`src/rtl/vga_timing_gen.sv`:
```
// VGA raster timing generator: pixel-clock-enabled h/v counters, coordinate requests to the
// renderer, and a delay line that realigns sync/de with the colour the renderer returns.
module vga_timing_gen #(
    parameter int H_SYNC  = 96,
    parameter int H_BACK  = 48,
    parameter int H_VALID = 640,
    parameter int H_FRONT = 16,
    parameter int V_SYNC  = 2,
    parameter int V_BACK  = 33,
    parameter int V_VALID = 480,
    parameter int V_FRONT = 10,
    parameter bit HS_POL  = 1'b0,
    parameter bit VS_POL  = 1'b0,
    parameter int RGB_W   = 12,
    parameter int PIPE    = 2
) (
    input  logic             clk,
    input  logic             rst_n,
    input  logic             ce,
    input  logic [RGB_W-1:0] pix_data,
    output logic             req_valid,
    output logic [9:0]       req_x,
    output logic [9:0]       req_y,
    output logic             hsync,
    output logic             vsync,
    output logic             de,
    output logic [RGB_W-1:0] rgb,
    output logic             frame_start,
    output logic             line_end
);
    localparam int H_TOTAL = H_SYNC + H_BACK + H_VALID + H_FRONT;
    localparam int V_TOTAL = V_SYNC + V_BACK + V_VALID + V_FRONT;
    localparam int HW      = $clog2(H_TOTAL);
    localparam int VW      = $clog2(V_TOTAL);

    // Region bounds are one bit wider than the counters so the active end never overflows.
    localparam logic [HW:0]   H_SYNC_E = (HW+1)'(H_SYNC);
    localparam logic [HW:0]   H_ACT_S  = (HW+1)'(H_SYNC + H_BACK);
    localparam logic [HW:0]   H_ACT_E  = (HW+1)'(H_SYNC + H_BACK + H_VALID);
    localparam logic [VW:0]   V_SYNC_E = (VW+1)'(V_SYNC);
    localparam logic [VW:0]   V_ACT_S  = (VW+1)'(V_SYNC + V_BACK);
    localparam logic [VW:0]   V_ACT_E  = (VW+1)'(V_SYNC + V_BACK + V_VALID);
    localparam logic [HW-1:0] H_LAST   = HW'(H_TOTAL - 1);
    localparam logic [VW-1:0] V_LAST   = VW'(V_TOTAL - 1);
    localparam logic [HW-1:0] H_ORG    = H_ACT_S[HW-1:0];
    localparam logic [VW-1:0] V_ORG    = V_ACT_S[VW-1:0];

    typedef struct packed {
        logic hs;
        logic vs;
        logic act;
    } tbits_t;

    logic [HW-1:0] cnt_h_q, cnt_h_d;
    logic [VW-1:0] cnt_v_q, cnt_v_d;
    logic [HW:0]   h_ext;
    logic [VW:0]   v_ext;
    logic          h_sync_raw, v_sync_raw, h_act, v_act;
    tbits_t        stage_q  [PIPE+1];
    tbits_t        stage_in [PIPE+1];
    logic [RGB_W-1:0] rgb_q;

    always_comb begin
        cnt_h_d = cnt_h_q;
        cnt_v_d = cnt_v_q;
        if (ce) begin
            if (cnt_h_q == H_LAST) begin
                cnt_h_d = '0;
                cnt_v_d = (cnt_v_q == V_LAST) ? '0 : cnt_v_q + 1'b1;
            end else begin
                cnt_h_d = cnt_h_q + 1'b1;
            end
        end
    end

    assign h_ext      = {1'b0, cnt_h_q};
    assign v_ext      = {1'b0, cnt_v_q};
    assign h_sync_raw = (h_ext < H_SYNC_E);
    assign v_sync_raw = (v_ext < V_SYNC_E);
    assign h_act      = (h_ext >= H_ACT_S) && (h_ext < H_ACT_E);
    assign v_act      = (v_ext >= V_ACT_S) && (v_ext < V_ACT_E);

    assign req_valid   = h_act && v_act;
    assign req_x       = req_valid ? 10'(cnt_h_q - H_ORG) : '0;
    assign req_y       = req_valid ? 10'(cnt_v_q - V_ORG) : '0;
    assign frame_start = ce && (cnt_h_q == H_ORG) && (cnt_v_q == V_ORG);
    assign line_end    = ce && (cnt_h_q == H_LAST);

    // stage_in[PIPE] is the bit entering the last stage, i.e. the one pix_data belongs to now.
    always_comb begin
        stage_in[0] = {h_sync_raw, v_sync_raw, req_valid};
        for (int k = 1; k <= PIPE; k++) begin
            stage_in[k] = stage_q[k-1];
        end
    end

    always_ff @(posedge clk or negedge rst_n) begin
        if (!rst_n) begin
            cnt_h_q <= '0;
            cnt_v_q <= '0;
            for (int k = 0; k <= PIPE; k++) begin
                stage_q[k] <= '0;
            end
            rgb_q <= '0;
        end else begin
            cnt_h_q <= cnt_h_d;
            cnt_v_q <= cnt_v_d;
            if (ce) begin
                for (int k = 0; k <= PIPE; k++) begin
                    stage_q[k] <= stage_in[k];
                end
                rgb_q <= stage_in[PIPE].act ? pix_data : '0;
            end
        end
    end

    assign hsync = stage_q[PIPE].hs ? HS_POL : ~HS_POL;
    assign vsync = stage_q[PIPE].vs ? VS_POL : ~VS_POL;
    assign de    = stage_q[PIPE].act;
    assign rgb   = rgb_q;

endmodule

```
`config.mk`:
```
export PLATFORM = sky130hd
export DESIGN_NAME = vga_timing_gen
export DESIGN_NICKNAME = d
export VERILOG_FILES = /design/src/rtl/vga_timing_gen.sv
export SDC_FILE = /design/constraint.sdc
export NUM_CORES = 1
export LEC_CHECK = 0
export ABC_AREA = 1
export CAP_MARGIN = 5
export CORE_UTILIZATION = 50
export CTS_CLUSTER_DIAMETER = 120
export CTS_CLUSTER_SIZE = 24
export DETAILED_ROUTE_END_ITERATION = 10
export PLACE_DENSITY_LB_ADDON = 0.2
export RECOVER_POWER = 100
export REMOVE_ABC_BUFFERS = 1
export SETUP_SLACK_MARGIN = 0.2
export SYNTH_ARGS = -nofsm -noshare
export SYNTH_HDL_FRONTEND = slang
export SYNTH_SLANG_ARGS = --single-unit
```
`constraint.sdc`:
```
create_clock -name clk -period 3 [get_ports clk]
set_input_delay 0.6 -clock clk [delete_from_list [all_inputs] [get_ports clk]]
set_output_delay 0.6 -clock clk [all_outputs]
set_load 0.02 [all_outputs]
```
# After elaboration in Yosys (flattened, before gate mapping)
# Cells that the tools add are included.
[totals]
reg_bits = 41
in_bits = 15
out_inout_bits = 38
elab_cells = 40
[classes]
n_addsub = 4
n_lt_le_gt_ge = 6
n_eq_ne = 4
muxes = 7
n_reduce_logical = 7
[op_table]
columns = ["cell", "count"]
rows = [
  ["$mux W10", 4],
  ["$add A10 B1 Y10 const B", 2],
  ["$eq A10 B10 Y1 const B", 2],
  ["$lt A10 B10 Y1 const B", 2],
  ["$mux W12", 1],
  ["$eq A10 B6 Y1 const B", 1],
  ["$eq A10 B8 Y1 const B", 1],
  ["$ge A10 B6 Y1 const B", 1],
  ["$ge A10 B8 Y1 const B", 1],
  ["$lt A10 B2 Y1 const B", 1],
  ["$lt A10 B7 Y1 const B", 1],
  ["$sub A10 B6 Y10 const B", 1],
  ["$sub A10 B8 Y10 const B", 1],
  ["$logic_and A1 B1 Y1", 6],
  ["$mux W1", 2],
  ["$reduce_and A2 Y1", 1],
]

# Depth between registers and ports, before layout
[depth]
depth_word = 4
depth_mapped = 9
mapped_depth_nobuf = 8

# Worst setup path after synthesis
# Ideal clock, no wire load.
[synth_timing]
path_kind = "register to output"
startpoint = "register cnt_h_q[5]"
endpoint = "output req_y[0]"
arrival_time_ns = 1.563
t_required_ns = 2.400
slack_ns = 0.837
path_stages_with_launch = 10
path_buffers = 1
path_cell_list = "dfrtp_1 -> inv_1 -> ha_1 -> nand2_1 -> nor2_1 -> nand2_1 -> a21oi_2 -> nand2_2 -> buf_6 -> nor2_2"
[synth_between]
elab_chain_len = 4
word_cells_on_any_way = 5
classes_between = "order compare (2); mux (1); reduce/logical (2)"
[synth_lines]
columns = ["element", "line_no", "source"]
rows = [
  ["start, declared", "54", "logic [HW-1:0] cnt_h_q, cnt_h_d;"],
  ["start signal, assigned", "106", "cnt_h_q <= cnt_h_d;"],
  ["$ge A10 B8 Y1 / $lt A10 B10 Y1 (equally long branches)", "80", "assign h_act = (h_ext >= H_ACT_S) && (h_ext < H_ACT_E);"],
  ["$logic_and A1 B1 Y1 *", "80", ""],
  ["$logic_and A1 B1 Y1 *", "83", "assign req_valid = h_act && v_act;"],
  ["$mux W10 *", "85", "assign req_y = req_valid ? 10'(cnt_v_q - V_ORG) : '0;"],
  ["end, declared", "23", "output logic [9:0] req_y,"],
]
# Every way passes the cells marked *; elsewhere a longest branch is shown, timed or not.

# Final worst setup path
[layout_timing]
startpoint = "register cnt_h_q[0]"
endpoint = "output req_x[3]"
[layout_between]
elab_chain_len = 4
word_cells_on_any_way = 6
classes_between = "add/sub (1); order compare (2); mux (1); reduce/logical (2)"
[layout_lines]
columns = ["element", "line_no", "source"]
rows = [
  ["$ge A10 B8 Y1 / $lt A10 B10 Y1 (equally long branches)", "80", ""],
  ["$logic_and A1 B1 Y1", "80", ""],
  ["$logic_and A1 B1 Y1", "83", ""],
  ["$mux W10 *", "84", "assign req_x = req_valid ? 10'(cnt_h_q - H_ORG) : '0;"],
  ["end, declared", "22", "output logic [9:0] req_x,"],
]
# Marked as above.

==> run summary <==
The run finished, with violations left. The checks that failed: capacitance limit, slew limit. The run gives 0 as the initial antenna violation count. The total count of max-transition violations in the final report is 42, and the number of antenna diodes is 0.

After detailed routing, the average wire length per cell comes to 12.39 um. The tools report the maximum vdd drop as 0.3437 mV. The path class of the tightest hold or removal check is reg -> reg.

The initialized floorplan defines 25 standard-cell rows. Entering global routing, the biggest net connects 42 pins. The count of endpoints failing hold in the final timing report came out at 0. The final critical-path share of the clock period was 0.9057. The critical path is of the reg -> out type. The data arrival time of the worst path was 2.12 ns; the vertical die dimension was 73.85 um. The total of warnings raised by yosys is 0, and the static leakage power is 1.583 nW. In this design, the stage delay of the slowest critical-path cell is 0.43 ns.

The area share of the largest cell type after synthesis came out at 0.3975. First-pass iteration count of the detailed router: 4. The detailed route wirelength on metal2 is 2674 um, and the number of levels the H-tree was split into is 2.

The post-synthesis to final-layout area growth was 18.66%. The top cell type by total area after synthesis was dfrtp_1. Traced cell by cell, the critical path runs through inv_1 -> ha_1 -> nand2_1 -> nor2_1 -> nand2_1 -> a21oi_1 -> nand2_2 -> buf_6 -> nor2_2 -> clkbuf_1. Along the worst path, the maximum fanout reaches 16.

Detailed routing inserted a total of 2314 vias. The run gives 0.29 ns as the clock insertion delay at the later pin of the skew report. The worst slew slack as a fraction of its limit was -0.4347. In this run, CTS created clock tree buffers numbering 5.

The cell-internal power was 0.0009222 W; the number of flops mapped to enable cells by yosys was 0. The fraction of synthesis flops using an asynchronous set or reset pin was 1.000; the global-route usage over all layers was 0.2172. The logs give 0.480 for the sequential share of power and 155 for the count of routing violations after the opening detailed-route iteration. The tools report the switching power total as 0.0005587 W.

The cell sitting at the root of the clock tree is a clkbuf_8. Via count of the first global-routing pass: 2030. The floorplan step defined a core boundary enclosing 4848 um2. For the pin with the worst max-slew slack, the measured transition is 2.152 ns.

The estimated wirelength of the detail-placed design was 4154 um; the number of synthesized register bits was 41. After detailed routing, the met3 layer carries 288 um of wire. TritonCTS built the clock tree. Fill cells in the final layout number 451.

The top layer used by detailed routing is met4. The aggregate negative setup slack was 0 ns. The die covers 5454 um2.

Count of input and output buffers: 52. The data required time at the worst endpoint is 2.40 ns, and the final critical-path required period is 2.717 ns. The global-route wire length before repair is 9045 um, and the cell area power density is 483.5 nW/um2. Share of synthesized area occupied by flip-flops and latches: 0.3975. After detailed routing, the wire length on met1 is 2699 um. The average size of a mapped cell works out to 7.547 um2. The placer congestion estimate came out at 0.8837.

Primary flip-flop cell chosen by synthesis mapping: dfrtp_1. The logs give 53 for the top-level port count and 5711 um for the wire length reported by the detailed router. The run gives 0 as the number of setup violations in the final report.

The share of power burned in combinational logic is 0.280, and the number of distinct library cells after synthesis is 29. Between clock sinks in the finished design, the worst skew comes to 0.008833 ns. The number of vias per cell is 5.020. The tools report the count of nets left with antenna violations after detail routing as 0. The critical path startpoint category is a flop. For this run, design rule violations remaining after detail routing come to 0.

The worst setup path is captured at a primary output. Final core area utilization: 0.6317. The initial cell density of the core came out at 0.5324.

After clock tree synthesis, the clock-pin slew on the worst setup and hold paths is 0.08 ns. The layout cell share with drive strength beyond 1 came out at 0.1777. The final net count came out at 415. The longest clock path from root to sink contains 2 buffers. Synthesis produced 342 cells.

By instance count, the cell type seen most on the critical path is nand2_1. The switching share of power works out to 0.3773. The clock net in this run drives a total of 41 sinks. The tools report the max-capacitance violation count as 1.

Setup repair after global routing left no endpoint under its margin. The part of the power in the clock network came out at 0.241. The largest individual stage delay along the critical path comes from the cell dfrtp_1.

In this run the horizontal extent of the chip is 73.85 um. Sorting the synthesized cells by area gives the leading types as dfrtp_1, nand2_1, nand3_1. After synthesis the cells add up to 2581 um2.

The global-route congestion overflow total is 0. The tools report the highest clock frequency the design can meet as 368.1 MHz.
## critical path, delay by kind of cell, from the launching register on
| kind | cells | cell delay [ns] |
|---|---|---|
| AOI/OAI and AO/OA | 1 | 0.27 |
| adders and majority gates | 1 | 0.17 |
| buffers and inverters | 3 | 0.53 |
| DFF | 1 | 0.43 |
| and+or+nand+nor | 5 | 0.41 |
## cells in the final DEF (no fill, tap or decap), types with 6 or more instances in the layout
master,instances
nor2_1,26
inv_1,27
inv_2,9
dfrtp_1,40
xor2_1,10
nand3_1,36
clkbuf_1,10
nor2_2,23
nor3_1,7
clkdlybuf4s50_1,12
a21oi_1,6
dlygate4sd3_1,16
o21ai_0,17
clkbuf_2,8
ha_1,7
nand4_1,6
nand2_1,97
## path summary, 6_finish.rpt
path,slack [ns],endpoint,from,cells past startpoint
setup / recovery,0.28,req_x[3],cnt_h_q[0]$_DFFE_PN0P_,10
hold / removal,0.47,de$_DFFE_PN0P_,de$_DFFE_PN0P_,2
setup reg to reg,1.23,cnt_v_q[4]$_DFFE_PN0P_,cnt_h_q[0]$_DFFE_PN0P_,7
hold reg to reg,0.47,de$_DFFE_PN0P_,de$_DFFE_PN0P_,2
max in group asynchronous,0.67,cnt_h_q[4]$_DFFE_PN0P_,rst_n,1
min in group asynchronous,0.93,rgb[10]$_DFFE_PN0P_,rst_n,1
## repair_timing
item	in CTS	in global routing
hold buffers	0	0
resized for setup	45	29
setup endpoints to repair	23	21
pin swaps	0	1
setup buffers	0	0
## cells by family after synthesis
family | share of synthesized area
AND/OR/NAND/NOR | 0.3694
XOR/XNOR | 0.03732
flip-flops | 0.3975
adder cells (fa/ha/maj) | 0.03393
AO/OA/AOI/OAI | 0.06060
buffers and inverters | 0.1013
## through the flow
step	hold slack, ns	power [W]	area, um2	instances	setup slack [ns]
6_report	0.4720	0.001481	3063	461	0.2830
5_1_grt	0.5011	0.001582	3063	461	0.1126
4_1_cts	0.4692	0.001502	3201	461	0.1508
3_5_place_dp	0.4588	0.001143	3115	453	0.1592
3_3_place_gp	0.4539	0.001132	3115	453	0.1813
2_1_floorplan	0.3044	0.001003	2464	327	0.5603
## cells in the mapped netlist (2+ instances only)
master and instances:
buf_4 2, nand2_1 97, o21ai_0 14, a21oi_2 3
nor2_1 26, nor2_4 4, a21oi_1 5, o21ai_1 4
buf_6 7, nand3_1 36, ha_1 7, xor2_1 10
inv_2 10, inv_1 26, nand4_1 5, nand2_2 3
nor2_2 23, dfrtp_1 41, nor3_1 6, clkbuf_1 4
## registers in the layout, indices dropped and copies added (netlist names)
signal	flops
de	1
stage_q	2
cnt_v_q	10
rgb	12
cnt_h_q	10
stage_in	6
## layout make-up
class | count | area, um2 | share of cell area
clock buffers | 5 | 68.82 | 0.02247
clock inverters | 3 | 17.52 | 0.005719
inverters | 37 | 143.9 | 0.04698
multi-input cells | 249 | 1270 | 0.4146
flip-flops and latches | 41 | 1027 | 0.3354
well taps | 67 | 83.83 | 0.02737
repair buffers | 59 | 451.7 | 0.1475
## power groups by stage
stage / registers [W] / clock network [W] / logic (W)
global route: 0.000721 / 0.000391 / 0.000471
detailed placement: 0.000716 / 0 / 0.000427
global placement: 0.000714 / 0 / 0.000418
floorplan: 0.000698 / 0 / 0.000305
finish: 0.000710 / 0.000356 / 0.000414
CTS: 0.000707 / 0.000366 / 0.000428
## metal layers
metal | global-route usage | up-vias
met4 | 0.05128 | 0
met3 | 0.03841 | 7
met5 | 0 | -
li1 | - | 1184
met2 | 0.3792 | 65
met1 | 0.2787 | 1058
Power figures use the tool's default switching activity.
